`config.mk`:
```
export PLATFORM = sky130hd
export DESIGN_NAME = irq_request_latch
export DESIGN_NICKNAME = d
export VERILOG_FILES = /design/src/rtl/irq_pkg.sv /design/src/rtl/sync_ff_chain.sv /design/src/rtl/irq_request_latch.sv
export SDC_FILE = /design/constraint.sdc
export NUM_CORES = 1
export LEC_CHECK = 0
export CORE_ASPECT_RATIO = 0.6
export CORE_UTILIZATION = 38
export DETAILED_ROUTE_END_ITERATION = 8
export GPL_ROUTABILITY_DRIVEN = 0
export HOLD_SLACK_MARGIN = 0.03
export PLACE_DENSITY = 0.68
export SYNTH_ARGS = -nofsm -noshare
export SYNTH_HDL_FRONTEND = slang
export SYNTH_HIERARCHICAL = 1
export SYNTH_SLANG_ARGS = --single-unit
```
`constraint.sdc`:
```
create_clock -name clk -period 1.5 [get_ports clk]
set_input_delay 0.225 -clock clk [delete_from_list [all_inputs] [get_ports clk]]
set_output_delay 0.225 -clock clk [all_outputs]
set_load 0.03 [all_outputs]
```
`src/rtl/irq_pkg.sv`:
```
// Shared definitions for the interrupt request-capture stage.
//   N_IRQ     : number of request lines (matches the 8-to-3 encoder input width)
//   IDX_W     : width of a line index, clog2(N_IRQ)
//   irq_vec_t : one bit per request line
//   irq_idx_t : index of one request line
package irq_pkg;

  localparam int N_IRQ = 8;
  localparam int IDX_W = 3;

  typedef logic [N_IRQ-1:0] irq_vec_t;
  typedef logic [IDX_W-1:0] irq_idx_t;

endpackage

```
`src/rtl/sync_ff_chain.sv`:
```
// Multi-bit flip-flop synchroniser. Each bit is an independent
// chain of STAGES flops, and the bits are not treated as a coherent bus.
// Ports:
//   clk   : destination clock
//   rst   : synchronous active-high reset, clears every stage
//   d     : asynchronous input bits
//   q     : synchronised bits (last stage of each chain)
module sync_ff_chain #(
  parameter int WIDTH  = 8,
  parameter int STAGES = 2
) (
  input  logic             clk,
  input  logic             rst,
  input  logic [WIDTH-1:0] d,
  output logic [WIDTH-1:0] q
);

  logic [WIDTH-1:0] stage_q [STAGES];

  always_ff @(posedge clk) begin
    if (rst) begin
      for (int i = 0; i < STAGES; i++) begin
        stage_q[i] <= '0;
      end
    end else begin
      stage_q[0] <= d;
      for (int i = 1; i < STAGES; i++) begin
        stage_q[i] <= stage_q[i-1];
      end
    end
  end

  assign q = stage_q[STAGES-1];

endmodule

```
`src/rtl/irq_request_latch.sv`:
```
// Request-capture stage in front of the 8-to-3 priority encoder.
// Synchronises the raw interrupt lines, latches edge- or level-type
// requests into a pending register, and presents the masked pending
// vector to the encoder. The encoder's winning index comes back with an
// acknowledge that clears the corresponding pending bit.
// Ports:
//   clk, rst   : clock and synchronous active-high reset
//   irq_in     : asynchronous request lines, active high
//   edge_mode  : per line, 1 = rising-edge triggered, 0 = level triggered
//   mask       : per line, 1 = hidden from pend_out (still pending)
//   pend_out   : registered pending & ~mask, feeds the encoder
//   irq_valid  : registered OR of pend_out
//   ack        : one-cycle service pulse for line ack_code
//   ack_code   : index being acknowledged, meaningful only with ack=1
//   ack_err    : one-cycle pulse, ack named a line not visible in pend_out
//   ovf        : sticky per line, a new edge arrived while already pending
//   clr_ovf    : clears all ovf bits
//
// Handshake: there is no ready/back-pressure. irq_valid=1 advertises that
// pend_out holds at least one request. The consumer answers with a single
// ack cycle naming the line it serviced. An ack is accepted only if that
// line is set in the currently registered pend_out. Otherwise it is
// flagged on ack_err and has no effect on state.
module irq_request_latch
  import irq_pkg::*;
#(
  parameter int SYNC_STAGES = 2
) (
  input  logic       clk,
  input  logic       rst,
  input  logic [7:0] irq_in,
  input  logic [7:0] edge_mode,
  input  logic [7:0] mask,
  output logic [7:0] pend_out,
  output logic       irq_valid,
  input  logic       ack,
  input  logic [2:0] ack_code,
  output logic       ack_err,
  output logic [7:0] ovf,
  input  logic       clr_ovf
);

  irq_vec_t s;
  irq_vec_t s_d;
  irq_vec_t pending;
  irq_vec_t rise;
  irq_vec_t set_vec;
  irq_vec_t clr_vec;
  irq_vec_t pending_next;
  irq_vec_t ovf_next;
  irq_vec_t visible_next;

  sync_ff_chain #(
    .WIDTH  (N_IRQ),
    .STAGES (SYNC_STAGES)
  ) u_sync (
    .clk (clk),
    .rst (rst),
    .d   (irq_in),
    .q   (s)
  );

  always_comb begin
    rise    = s & ~s_d;
    set_vec = (edge_mode & rise) | (~edge_mode & s);

    clr_vec = '0;
    if (ack && pend_out[ack_code]) begin
      clr_vec[ack_code] = 1'b1;
    end

    // A set in the same cycle as the clear wins, so a request that
    // lands during its own acknowledge is not lost.
    pending_next = set_vec | (pending & ~clr_vec);

    // An overflow is a new edge on a line that is pending and not being
    // cleared. A fresh overflow beats clr_ovf in the same cycle.
    ovf_next = (edge_mode & rise & pending & ~clr_vec)
             | (ovf & {N_IRQ{~clr_ovf}});

    visible_next = pending_next & ~mask;
  end

  always_ff @(posedge clk) begin
    if (rst) begin
      s_d       <= '0;
      pending   <= '0;
      pend_out  <= '0;
      irq_valid <= 1'b0;
      ack_err   <= 1'b0;
      ovf       <= '0;
    end else begin
      s_d       <= s;
      pending   <= pending_next;
      pend_out  <= visible_next;
      irq_valid <= |visible_next;
      ack_err   <= ack & ~pend_out[ack_code];
      ovf       <= ovf_next;
    end
  end

endmodule

```
==> results of run 1 <==
[flip-flops by register name, summed over array words and instances, names as in the netlist]
name	flops
ack_err	1
ovf	8
pending	8
irq_valid	1
s_d	8
pend_out	8
u_sync/stage_q	16
[power breakdown]
group | leakage [nW] | internal, mW | switching [mW]
Combinational | 0.649 | 0.190 | 0.146
Clock | 0.0585 | 0.500 | 0.463
Sequential | 0.409 | 1.38 | 0.0237
[worst paths after layout]
path	cells past startpoint	to	start	slack, ns
max reg2reg	4	irq_valid	u_sync/stage_q[0][12]	0.26
min	3	ack_err	ack_code[0]	0.42
min reg2reg	1	u_sync/stage_q[0][12]	u_sync/stage_q[0][4]	0.45
max	6	pend_out[0]	ack_code[1]	0.07
[metrics by stage]
step	power (mW)	setup TNS, ns	setup WS (ns)	instances
after floorplan	1.60	0	0.152	196
after global placement	1.77	-3.77	-0.239	314
after detailed placement	1.77	-4.02	-0.282	314
after CTS	2.72	0	0.0355	322
after global routing	2.82	0	0.0122	322
final	2.70	0	0.0653	322
[logic make-up (layout without fill, tap and decap cells)]
family	Yosys count	after routing	synth area share
compound gates	43	43	0.160
buf+inv	21	84	0.0663
flops	50	50	0.505
mux	2	2	0.0170
simple gates	80	80	0.252
[cells in the mapped netlist (all sizes together)]
master	count	share of area
o22ai	3	0.0095
a31o	1	0.0044
o31ai	1	0.0038
a21oi	8	0.020
nor3b	2	0.0076
nand3	2	0.0051
a31oi	1	0.0032
buf	11	0.047
and2b	6	0.027
nand2	12	0.023
a22oi	2	0.0076
nor3	3	0.010
inv	8	0.015
a21bo	7	0.035
clkbuf	2	0.0038
mux2	1	0.0057
o211a	1	0.0051
nor2	8	0.015
or2	1	0.0032
and3b	1	0.0044
and2	2	0.0063
a41oi	2	0.0088
o32a	3	0.015
a32o	2	0.010
nor2b	27	0.094
o21ai	8	0.020
a211oi	2	0.0076
nor4	1	0.0063
o22a	2	0.0088
or3	1	0.0032
nand2b	9	0.028
dfxtp	50	0.51
nand3b	5	0.019
mux4	1	0.011
[area by class of cell]
cell class	instances	area share
Sequential cell	50	0.370
Multi-Input combinational cell	125	0.318
Timing Repair Buffer	68	0.230
Tap cell	63	0.0291
Clock buffer	5	0.0254
Clock inverter	3	0.0162
Inverter	8	0.0111
[tightest hold or removal path, cell delays in order]
cell                             delay (ns)
sky130_fd_sc_hd__dlymetal6s2s_1        0.21
sky130_fd_sc_hd__buf_4                 0.19
sky130_fd_sc_hd__a211oi_1              0.06
[repair_timing]
action	4_1_cts	5_1_grt
pin swaps	0	2
hold buffers	0	0
gates resized for setup	18	4
endpoints found under the setup margin	18	6
buffers inserted	0	0
[layer usage]
layer,global-route usage,up-vias
met5,0,-
met4,0.0649,0
met1,0.266,686
met3,0.0564,5
met2,0.231,45
li1,-,791
==> reports/qor.log, run 1 <==
INFO  cts            tritoncts=done
INFO  global_route   grt_pass1_wl=7000um
INFO  cells_and_area final_cell_area=0.00271mm2
INFO  sta            period_minus_slack=1.43ns
INFO  logic_synthesis synth_seq_cells=50
INFO  drt            vias_per_cell=4.74
INFO  sta            timing.final.setup_violations=0
INFO  sta            fmax=697MHz
INFO  placed_design  placement.cell_area=0.00260mm2
INFO  drt            avgRoutedWirePerCell=13.4um
INFO  cells_and_area nFillCells=435
INFO  global_route   grt_start_max_net_pins=21
INFO  min_path       hold_path.class=in2reg
INFO  power          vdd_ir_drop_max=0.644mV
INFO  drt            dr.pass1.iters=4
INFO  cells_and_area number_of_nets_in_the_layout=289
INFO  cells_and_area drive_above_1_share=0.208
INFO  logic_synthesis synthCells=196
INFO  cells_and_area number_of_inserted_diodes=0
INFO  sta            timing.final.hold_violations=0
INFO  sta            setup_repair_after_global_routing_missed_its_margin=no
INFO  cells_and_area final-seq-area=0.00100mm2
INFO  logic_synthesis synth_fp_nets=227
INFO  floorplan      placeableCoreArea=0.00478mm2
INFO  cells_and_area total_area_of_multi_input_combinational_cells=861um2
INFO  cts            root_buffer=sky130_fd_sc_hd__clkbuf_8
INFO  drt            drt-total-wl=4310um
INFO  drt            met1Wirelength=2300um
INFO  power          p_per_area=998mW/mm2
INFO  sta            fin_worst_hold_slack=0.421ns
INFO  critical_path  crit_family=buffers and inverters
INFO  critical_path  critical_path_peak_fanout=4
INFO  cts            clock_insertion_delay_worst_skew=0.31ns
INFO  sta            timing_max_transition_violations_final=0
INFO  placed_design  port_buffers=48
INFO  power          p_leak=1.12nW
INFO  logic_synthesis synth.yosys.warnings=6
INFO  critical_path  number_of_buffers_and_inverters_on_the_critical_path=2
INFO  placed_design  hpwl=3360um
INFO  cts            numCtsBuffers=5
INFO  sta            worst_slew_margin_rel=0.783
INFO  logic_synthesis synth_area_per_cell=10.1um2
INFO  critical_path  critPathSlowestCell=sky130_fd_sc_hd__clkdlybuf4s50_1
INFO  drt            route.vias.total=1527
INFO  cells_and_area final_core_utilization=0.566
INFO  global_route   antenna_violations_before_repair=0
INFO  drt            drt.antenna.violating_nets=0
INFO  cts            htree_num_levels=2
INFO  cts            clock_sinks=50
INFO  sta            min_period_over_period=0.956
INFO  drt            met3WireLength=301um
INFO  drt            met2WireLength=1660um
INFO  critical_path  timing.critical_path.to_type=flip-flop
INFO  floorplan      num_rows=19
INFO  critical_path  required=1.74ns
INFO  drt            detailedRoute.firstIterationViolations=88
INFO  drt            remaining_drc_errors=0
INFO  critical_path  worst_setup_sp_type=primary input
INFO  global_route   track_usage=0.176
INFO  logic_synthesis synth_area=0.00198mm2
INFO  floorplan      design.portCount=49
INFO  floorplan      die_width=95.2um
INFO  floorplan      floorplan.initialDensity=0.415
INFO  critical_path  crit_path_max_incr_delay=0.49ns
INFO  logic_synthesis post_synth_cell_types=39
INFO  sta            skew=0.00648ns
INFO  drt            highest-signal-layer=met4
INFO  cells_and_area final_common_cell=sky130_fd_sc_hd__dfxtp_1
INFO  critical_path  arrival=1.68ns
INFO  floorplan      dieArea=0.00552mm2
INFO  run            max-cap-violations=0
INFO  critical_path  timing_worst_setup_path_type=in2reg
INFO  run_status     status=completed
INFO  logic_synthesis seq_area_frac_synth=0.505
INFO  floorplan      dieHeight=57.9um
INFO  cts            path_clk_slew=0.09ns
INFO  cells_and_area area_growth=36.6%
INFO  critical_path  chain_of_cells_forming_the_critical_path=clkdlybuf4s50_1 > buf_4 > mux2_2 > a31o_1 > and2_1 > nor3_2
INFO  global_route   globalRoute.totalOverflow=0
INFO  cells_and_area most_frequent_cells_in_the_layout=sky130_fd_sc_hd__dfxtp_1, sky130_fd_sc_hd__clkdlybuf4s50_1, sky130_fd_sc_hd__nor2b_1
INFO  cts            clockBufferDepth=2
INFO  sta            timing_worst_slew_pin_value=0.324ns
INFO  global_route   vias_in_the_first_global_route=1423
(Power assumes the default switching activity.)
==> run 2, diff against run 1 <==
--- a/config.mk
+++ b/config.mk
@@ -11,6 +11,7 @@
 export GPL_ROUTABILITY_DRIVEN = 0
 export HOLD_SLACK_MARGIN = 0.03
 export PLACE_DENSITY = 0.68
+export REMOVE_ABC_BUFFERS = 1
 export SYNTH_ARGS = -nofsm -noshare
 export SYNTH_HDL_FRONTEND = slang
 export SYNTH_HIERARCHICAL = 1
==> reports/qor.log, run 2 (synthesis results as in run 1) <==
INFO  critical_path  timing.critical_path.to_type=flip-flop
INFO  critical_path  arrival=1.61ns [-0.07 ns]
INFO  cells_and_area most_frequent_cells_in_the_layout=sky130_fd_sc_hd__dfxtp_1, sky130_fd_sc_hd__clkdlybuf4s50_1, sky130_fd_sc_hd__nor2b_1, sky130_fd_sc_hd__buf_4, sky130_fd_sc_hd__dlygate4sd2_1
INFO  sta            fin_worst_hold_slack=0.444ns [+0.0229 ns]
INFO  critical_path  crit_family=compound AO/OA/AOI/OAI gates
INFO  sta            timing_worst_slew_pin_value=0.332ns [+0.00802 ns]
INFO  run            max-cap-violations=0 [unchanged]
INFO  cts            root_buffer=sky130_fd_sc_hd__clkbuf_8
INFO  global_route   vias_in_the_first_global_route=1507 [+5.9%]
INFO  global_route   antenna_violations_before_repair=0 [unchanged]
INFO  critical_path  crit_path_max_incr_delay=0.53ns [+0.04 ns]
INFO  drt            route.vias.total=1565 [+2.5%]
INFO  sta            skew=0.00465ns [-0.00182 ns]
INFO  sta            timing.final.setup_violations=0 [unchanged]
INFO  critical_path  number_of_buffers_and_inverters_on_the_critical_path=1 [-1]
INFO  floorplan      dieArea=0.00552mm2 [unchanged]
INFO  power          vdd_ir_drop_max=0.370mV [-43%]
INFO  drt            remaining_drc_errors=0 [unchanged]
INFO  cells_and_area instances_no_fill=322 [unchanged]
INFO  cts            holdBufCountCts=0 [unchanged]
INFO  global_route   grt_start_max_net_pins=18 [-14%]
INFO  floorplan      num_rows=19 [unchanged]
INFO  cells_and_area drive_above_1_share=0.201 [-0.00772]
INFO  critical_path  timing_worst_setup_path_type=in2reg
INFO  drt            detailedRoute.firstIterationViolations=65 [-26%]
INFO  critical_path  worst_setup_sp_type=primary input
INFO  drt            drt.antenna.violating_nets=0 [unchanged]
INFO  sta            setup_repair_after_global_routing_missed_its_margin=no
INFO  critical_path  chain_of_cells_forming_the_critical_path=clkdlybuf4s50_1 > nand2b_1 > o21ai_1 > o22a_1 > a41oi_1
INFO  cts            clock_insertion_delay_worst_skew=0.30ns [about the same]
INFO  floorplan      die_width=95.2um [unchanged]
INFO  placed_design  hpwl=3320um [-1.4%]
INFO  cells_and_area final_common_cell=sky130_fd_sc_hd__dfxtp_1
INFO  cells_and_area max_flop_register=u_sync/stage_q
INFO  power          p_per_area=929mW/mm2 [-6.9%]
INFO  cts            tritoncts=done
INFO  cts            htree_num_levels=2 [unchanged]
INFO  cells_and_area area_growth=35.1%
INFO  cells_and_area nFillCells=451 [+3.7%]
INFO  run_status     status=completed
INFO  sta            fmax=696MHz [-0.19%]
INFO  sta            timing.final.hold_violations=0 [unchanged]
INFO  power          p_leak=1.11nW [-0.30%]
INFO  global_route   grt_pass1_wl=6910um [-1.4%]
INFO  cts            numCtsBuffers=5 [unchanged]
INFO  cells_and_area number_of_nets_in_the_layout=290 [+0.35%]
INFO  sta            period_minus_slack=1.44ns [+0.00270 ns]
INFO  critical_path  critPathSlowestCell=sky130_fd_sc_hd__clkdlybuf4s50_1
INFO  sta            min_period_over_period=0.958 [+0.00180]
INFO  drt            avgRoutedWirePerCell=13.0um [-2.6%]
INFO  placed_design  post-place-cells=315 [+0.32%]
INFO  sta            worst_slew_margin_rel=0.776 [-0.00689]
INFO  sta            timing.final.ws_setup=0.0626ns [-0.00270 ns]
INFO  cells_and_area largest_register_ff_count=16 [unchanged]
INFO  cells_and_area number_of_inserted_diodes=0 [unchanged]
INFO  placed_design  place_worst_setup_slack=-0.379ns [-0.0978 ns]
INFO  floorplan      dieHeight=57.9um [unchanged]
INFO  min_path       hold_path.class=reg2reg
INFO  cts            path_clk_slew=0.09ns [about the same]
INFO  floorplan      design.portCount=49 [unchanged]
INFO  floorplan      placeableCoreArea=0.00478mm2 [unchanged]
INFO  drt            drt-total-wl=4200um [-2.6%]
INFO  drt            vias_per_cell=4.86 [+2.5%]
INFO  drt            dr.pass1.iters=4 [unchanged]
INFO  sta            timing_max_transition_violations_final=0 [unchanged]
INFO  cts            clock_sinks=50 [unchanged]
INFO  floorplan      floorplan.initialDensity=0.415 [unchanged]
INFO  placed_design  port_buffers=48 [unchanged]
INFO  critical_path  critical_path_peak_fanout=6 [+2]
INFO  critical_path  required=1.67ns [-0.07 ns]
INFO  cts            clockBufferDepth=2 [unchanged]
INFO  power          final_total_pwr=2.49mW [-7.9%]
INFO  global_route   track_usage=0.170 [-0.00646]
INFO  global_route   globalRoute.totalOverflow=0 [unchanged]
==> run 2: cell type report <==
cell class	instances	area (um2)	share of cell area
multi-input combinational	125	855	0.319
sequential	50	1000	0.374
clock buffer	6	72.6	0.0271
tap	63	78.8	0.0294
timing repair buffer	69	633	0.236
clock inverter	1	7.51	0.00280
inverter	8	30.0	0.0112
==> run 2: per-stage QoR <==
step	area, um2	utilization	TNS, ns
after global routing	2680	0.560	0
after detailed placement	2610	0.546	-4.84
after floorplan	1880	-	0
after CTS	2670	0.558	0
final	2680	0.560	0
after global placement	2610	0.546	-4.84
==> run 2: where the power goes <==
group	switching (mW)	leakage, nW	internal [mW]
logic	0.147	0.667	0.191
clock network	0.429	0.0373	0.321
registers	0.0227	0.409	1.38
total	0.599	1.11	1.89
==> run 2: routing by layer <==
layer  wire length, um  vias up  share of wire  GRT usage
met2              1630       49           0.39      0.240
met4                32        0         0.0076     0.0390
met1              2190      709           0.52      0.241
met5                 0        -              0          0
li1                  -      802              -          -
met3               356        5          0.085     0.0696
==> run 2: path summary, 6_finish.rpt <==
path | from | to | slack (ns) | cells past startpoint
setup / recovery | ack_code[2] | irq_valid | 0.06 | 5
setup reg to reg | pend_out[7] | irq_valid | 0.21 | 4
hold reg to reg | u_sync/stage_q[0][1] | u_sync/stage_q[0][9] | 0.44 | 1
hold / removal | u_sync/stage_q[0][1] | u_sync/stage_q[0][9] | 0.44 | 1
==> run 2: what timing repair did <==
action	CTS	global route
setup endpoints to repair	18	6
buffers inserted	0	0
resized for setup	18	3
